--- src/rtl/div_operand_feeder.sv ---
// ============================================================================
// div_operand_feeder : FIFO-buffered operand issue stage for the restoring divider
// Rev 1.0
// ============================================================================
`default_nettype none

module div_operand_feeder #(
  parameter int N     = 10,
  parameter int DEPTH = 2,
  parameter int TAGW  = 4
) (
  input  logic            clk,
  input  logic            sclr,
  input  logic            in_valid,
  output logic            in_ready,
  input  logic [N-1:0]    in_A,
  input  logic [N-1:0]    in_B,
  output logic [N-1:0]    inA,
  output logic [N-1:0]    inB,
  output logic            start,
  input  logic            div_done,
  output logic            busy,
  output logic            dz_err,
  output logic [TAGW-1:0] cur_tag
);

  localparam int AW = $clog2(DEPTH);
  localparam int CW = AW + 1;

  typedef enum logic [1:0] {
    S_IDLE  = 2'd0,
    S_ISSUE = 2'd1,
    S_BUSY  = 2'd2,
    S_DZ    = 2'd3
  } state_t;

  logic [N-1:0]    fifo_a_q [DEPTH];
  logic [N-1:0]    fifo_b_q [DEPTH];
  logic [AW-1:0]   wr_ptr_q, wr_ptr_d, rd_ptr_q, rd_ptr_d;
  logic [CW-1:0]   count_q, count_d;
  state_t          state_q, state_d;
  logic [N-1:0]    inA_q, inA_d, inB_q, inB_d;
  logic            start_q, start_d, busy_q, busy_d, dz_q, dz_d;
  logic [TAGW-1:0] cur_tag_q, cur_tag_d, tag_q, tag_d;
  logic            full, empty, push, pop;

  // in_ready depends on registered occupancy only, never on this cycle's pop
  assign full     = (count_q == CW'(DEPTH));
  assign empty    = (count_q == '0);
  assign in_ready = sclr & ~full;
  assign push     = in_valid & in_ready;

  always_comb begin
    state_d   = state_q;
    inA_d     = inA_q;
    inB_d     = inB_q;
    cur_tag_d = cur_tag_q;
    tag_d     = tag_q;
    start_d   = 1'b0;
    busy_d    = 1'b0;
    dz_d      = 1'b0;
    pop       = 1'b0;
    unique case (state_q)
      S_IDLE: begin
        if (!empty) begin
          pop       = 1'b1;
          inA_d     = fifo_a_q[rd_ptr_q];
          inB_d     = fifo_b_q[rd_ptr_q];
          cur_tag_d = tag_q;
          tag_d     = tag_q + TAGW'(1);
          if (~|fifo_b_q[rd_ptr_q]) begin
            state_d = S_DZ;
            dz_d    = 1'b1;
          end else begin
            state_d = S_ISSUE;
            start_d = 1'b1;
            busy_d  = 1'b1;
          end
        end
      end
      S_ISSUE: begin
        state_d = S_BUSY;
        busy_d  = 1'b1;
      end
      S_BUSY: begin
        if (div_done) state_d = S_IDLE;
        else          busy_d  = 1'b1;
      end
      S_DZ:    state_d = S_IDLE;
      default: state_d = S_IDLE;
    endcase
  end

  always_comb begin
    wr_ptr_d = push ? wr_ptr_q + AW'(1) : wr_ptr_q;
    rd_ptr_d = pop  ? rd_ptr_q + AW'(1) : rd_ptr_q;
    unique case ({push, pop})
      2'b10:   count_d = count_q + CW'(1);
      2'b01:   count_d = count_q - CW'(1);
      default: count_d = count_q;
    endcase
  end

  always_ff @(posedge clk) begin
    if (!sclr) begin
      state_q   <= S_IDLE;
      wr_ptr_q  <= '0;
      rd_ptr_q  <= '0;
      count_q   <= '0;
      inA_q     <= '0;
      inB_q     <= '0;
      cur_tag_q <= '0;
      tag_q     <= '0;
      start_q   <= 1'b0;
      busy_q    <= 1'b0;
      dz_q      <= 1'b0;
    end else begin
      state_q   <= state_d;
      wr_ptr_q  <= wr_ptr_d;
      rd_ptr_q  <= rd_ptr_d;
      count_q   <= count_d;
      inA_q     <= inA_d;
      inB_q     <= inB_d;
      cur_tag_q <= cur_tag_d;
      tag_q     <= tag_d;
      start_q   <= start_d;
      busy_q    <= busy_d;
      dz_q      <= dz_d;
    end
  end

  // Storage needs no reset: occupancy is tracked solely by the pointers/count
  always_ff @(posedge clk) begin
    if (push) begin
      fifo_a_q[wr_ptr_q] <= in_A;
      fifo_b_q[wr_ptr_q] <= in_B;
    end
  end

  assign inA     = inA_q;
  assign inB     = inB_q;
  assign start   = start_q;
  assign busy    = busy_q;
  assign dz_err  = dz_q;
  assign cur_tag = cur_tag_q;

endmodule

`default_nettype wire
--- config.mk ---
export PLATFORM = sky130hd
export DESIGN_NAME = div_operand_feeder
export DESIGN_NICKNAME = d
export VERILOG_FILES = /design/src/rtl/div_operand_feeder.sv
export SDC_FILE = /design/constraint.sdc
export NUM_CORES = 1
export LEC_CHECK = 0
export ABC_AREA = 1
export ABC_CLOCK_PERIOD_IN_PS = 2700
export BUFFER_PORTS_ARGS = -buffer_cell sky130_fd_sc_hd__buf_2
export CAP_MARGIN = 20
export CORE_MARGIN = 2
export CORE_UTILIZATION = 50
export CTS_CLUSTER_SIZE = 24
export DETAILED_ROUTE_END_ITERATION = 12
export PLACE_DENSITY = 0.73
export SLEW_MARGIN = 10
export SYNTH_ARGS = -nofsm -noshare
export SYNTH_HDL_FRONTEND = slang
export SYNTH_SLANG_ARGS = --single-unit
export TNS_END_PERCENT = 1
--- constraint.sdc ---
create_clock -name clk -period 2.7 [get_ports clk]
set_clock_uncertainty 0.15 [all_clocks]
set_input_delay 0.135 -clock clk [delete_from_list [all_inputs] [get_ports clk]]
set_output_delay 0.135 -clock clk [all_outputs]
set_load 0.05 [all_outputs]
==> metrics <==
area grow syn2layout 22.99%; post-layout net count ~380; Reg clk slew, reported paths 0.08 ns; library cells used by synthesis 25; Root Driver clkbuf_8; Worst Path Max Fanout 14; Post-synth ARST share 0%; Clock Path Buffers 2; reg-to-reg slack, setup 0.77 ns; Die ar. between 6000 and 7000 um2; drt pass-1 iters 4; Final Setup Violations 0; Top-Level Pins 52; GRT Util Overall roughly 18%; cts hold-fix bufs 20; final wirelength roughly 5400 um; average size of a mapped cell between 10 and 15 um2; final core utilization about 65%; routability congestion estimate 0.7357; Yosys top cell area share around 41%; number of synthesized flops with an enable pin 40; detailed placer's ending HPWL around 3500 um; unrepaired setup endpoints after global routing false; DR WL met3 213 um; capture point of the worst reg-to-reg path fifo_b_q[1][6]; register area share after synthesis roughly two thirds; setup_tns 0 ns; Area contributors post-synth edfxtp_1 (41%), dfxtp_1 (26%), a21oi_1 (5.8%); Skew-Pair Late Insertion Delay about 0.34 ns; synthesized net count about 310; hold path depth 5; Post-Syn Area 2933 um2; Initial Util around 53%; number of global-route vias before repair 2034; Port Buf Inserts slightly above 50; hold path endpoint state_q[1]; relative slew slack about 50%; global-route wire length before repair around 8700 um; WL/cell 12.33 um; final slew viol count 0; Worst Path Arrival between 1.5 and 2 ns; Tightest Hold Check Type in -> reg; top cells by instance count after synthesis edfxtp_1 (40), nand2_1 (39), dfxtp_1 (38); Pwr Total between 0.003 and 0.004 W; CP Class reg -> reg; cell count after synthesis about 280; count leader, synth edfxtp_1; YS warnings 0; Die H slightly above 80 um; CTS buffer count 9; #FFs+latches synth 78; Worst-Margin Slew roughly 0.74 ns; layout cells sized above 1 23.20%; Critical Path End Type flop; Pleak 1.558 nW; CTS tree built; # rows 27; CP Launch Type flop; Post-Route M1 WL approximately 2400 um; clk sinks 78; Die X approximately 81 um; main flop type after synthesis edfxtp_1; required time of the critical path between 2 and 3 ns; R2R Path Start count_q[0]; DRT iter0 DRCs a little over 90; Final Cycle Share between 70% and 80%; Post-CTS Setup Inserts 0; Detail Route Antenna Nets 0; highest clock rate about 520 MHz; met2 WL post-DR roughly 2600 um; initial antenna violation count 0; largest net degree at the start of global routing 50; DR top layer met4; post-CTS sizing 0; core footprint 5574 um2; Hold Crit Start div_done; H-tree levels 3; Final Hold Viols 0; DRC 0; cell taking the most area after synthesis edfxtp_1; Power Density 1094 nW/um2; max cap viols 0; Antenna diodes 0; Peak VDD IR approximately 670 uV; fin crit period between 1.5 and 2 ns; Vias 2091; status complete, no violations; Reg2Reg Depth 5; number of vias per cell between 4 and 5; GRT Residual Overflow 0
[through the flow]
stage / setup WS (ns) / hold WS [ns] / area [um2] / cells
finish: 0.7697 / 0.03626 / 3607 / 434
global route: 0.6217 / 0.1047 / 3607 / 434
CTS: 0.7704 / 0.02690 / 3607 / 434
global placement: 0.8380 / 0.1773 / 3241 / 398
detailed placement: 0.7898 / 0.1772 / 3241 / 398
floorplan: -0.2803 / 0.08387 / 2933 / 281
[worst max-delay path by stage]
| stage | slack, ns | endpoint | start |
|---|---|---|---|
| finish | 0.77 | fifo_b_q[1][6] | count_q[0] |
| floorplan | -0.28 | fifo_a_q[0][0] | count_q[0] |
| global placement | 0.84 | fifo_b_q[1][3] | sclr |
| global route | 0.62 | count_q[1] | count_q[0] |
| CTS | 0.77 | fifo_a_q[0][1] | count_q[0] |
| detailed placement | 0.79 | fifo_a_q[0][8] | sclr |
[state kept, by name, summed over array words and instances (netlist names), named ones only]
register	flops
busy	1
count_q	2
cur_tag	4
dz_err	1
fifo_a_q	20
fifo_b_q	20
inA	10
inB	10
rd_ptr_q	1
start	1
state_q	2
tag_q	4
wr_ptr_q	1
[routing by layer]
| metal | up-vias | track usage (%) |
|---|---|---|
| li1 | 1081 | - |
| met1 | 953 | 21.74 |
| met2 | 44 | 29.25 |
| met3 | 13 | 4.607 |
| met4 | 0 | 10.00 |
| met5 | - | 0 |
[power by group]
| group | switching (W) | internal (W) |
|---|---|---|
| sequential | 0.000164 | 0.00150 |
| combinational | 0.00115 | 0.000396 |
| clock | 0.000412 | 0.000330 |
| total | 0.00172 | 0.00222 |
[cells in the final DEF (no fill, tap or decap)]
cell	n
clkbuf_1	1
nand3_1	1
dlygate4sd3_1	20
nor2_2	6
nand2_4	1
nor2_1	30
nand2_1	39
a21oi_1	34
inv_2	2
dfxtp_1	38
nand3b_1	1
buf_4	5
nor3_1	1
inv_4	1
clkbuf_8	9
nand3_2	1
clkinvlp_4	2
o21ai_2	1
ha_1	2
edfxtp_1	40
inv_1	37
o21ai_1	7
clkinv_4	1
clkinv_2	3
buf_2	51
a211oi_1	9
nor3_2	1
nand4_1	1
o21ai_0	17
[layout make-up]
| cell class | count | area [um2] |
|---|---|---|
| fillers | 443 | 1967 |
| flip-flops and latches | 78 | 1962 |
| multi-input cells | 152 | 743.2 |
| repair buffers | 76 | 493.0 |
| inverters | 40 | 152.6 |
| clock buffers | 10 | 127.6 |
| well taps | 72 | 90.09 |
| clock inverters | 6 | 38.79 |
[critical path, stage by stage, from the launching register on]
cell and delay (ns):
dfxtp_1 0.39, inv_1 0.09, a21oi_1 0.16, nand2_1 0.17, nor2_2 0.35, buf_4 0.31
[kinds of logic after synthesis]
| kind of cell | count (synthesis) | share of synthesized area (%) |
|---|---|---|
| AO/OA/AOI/OAI | 68 | 12.50 |
| AND/OR/NAND/NOR | 82 | 11.82 |
| flip-flops | 78 | 66.89 |
| adder cells (fa/ha/maj) | 2 | 0.8531 |
| buffers and inverters | 51 | 7.935 |
No activity file was read; power rests on OpenSTA's default activity.
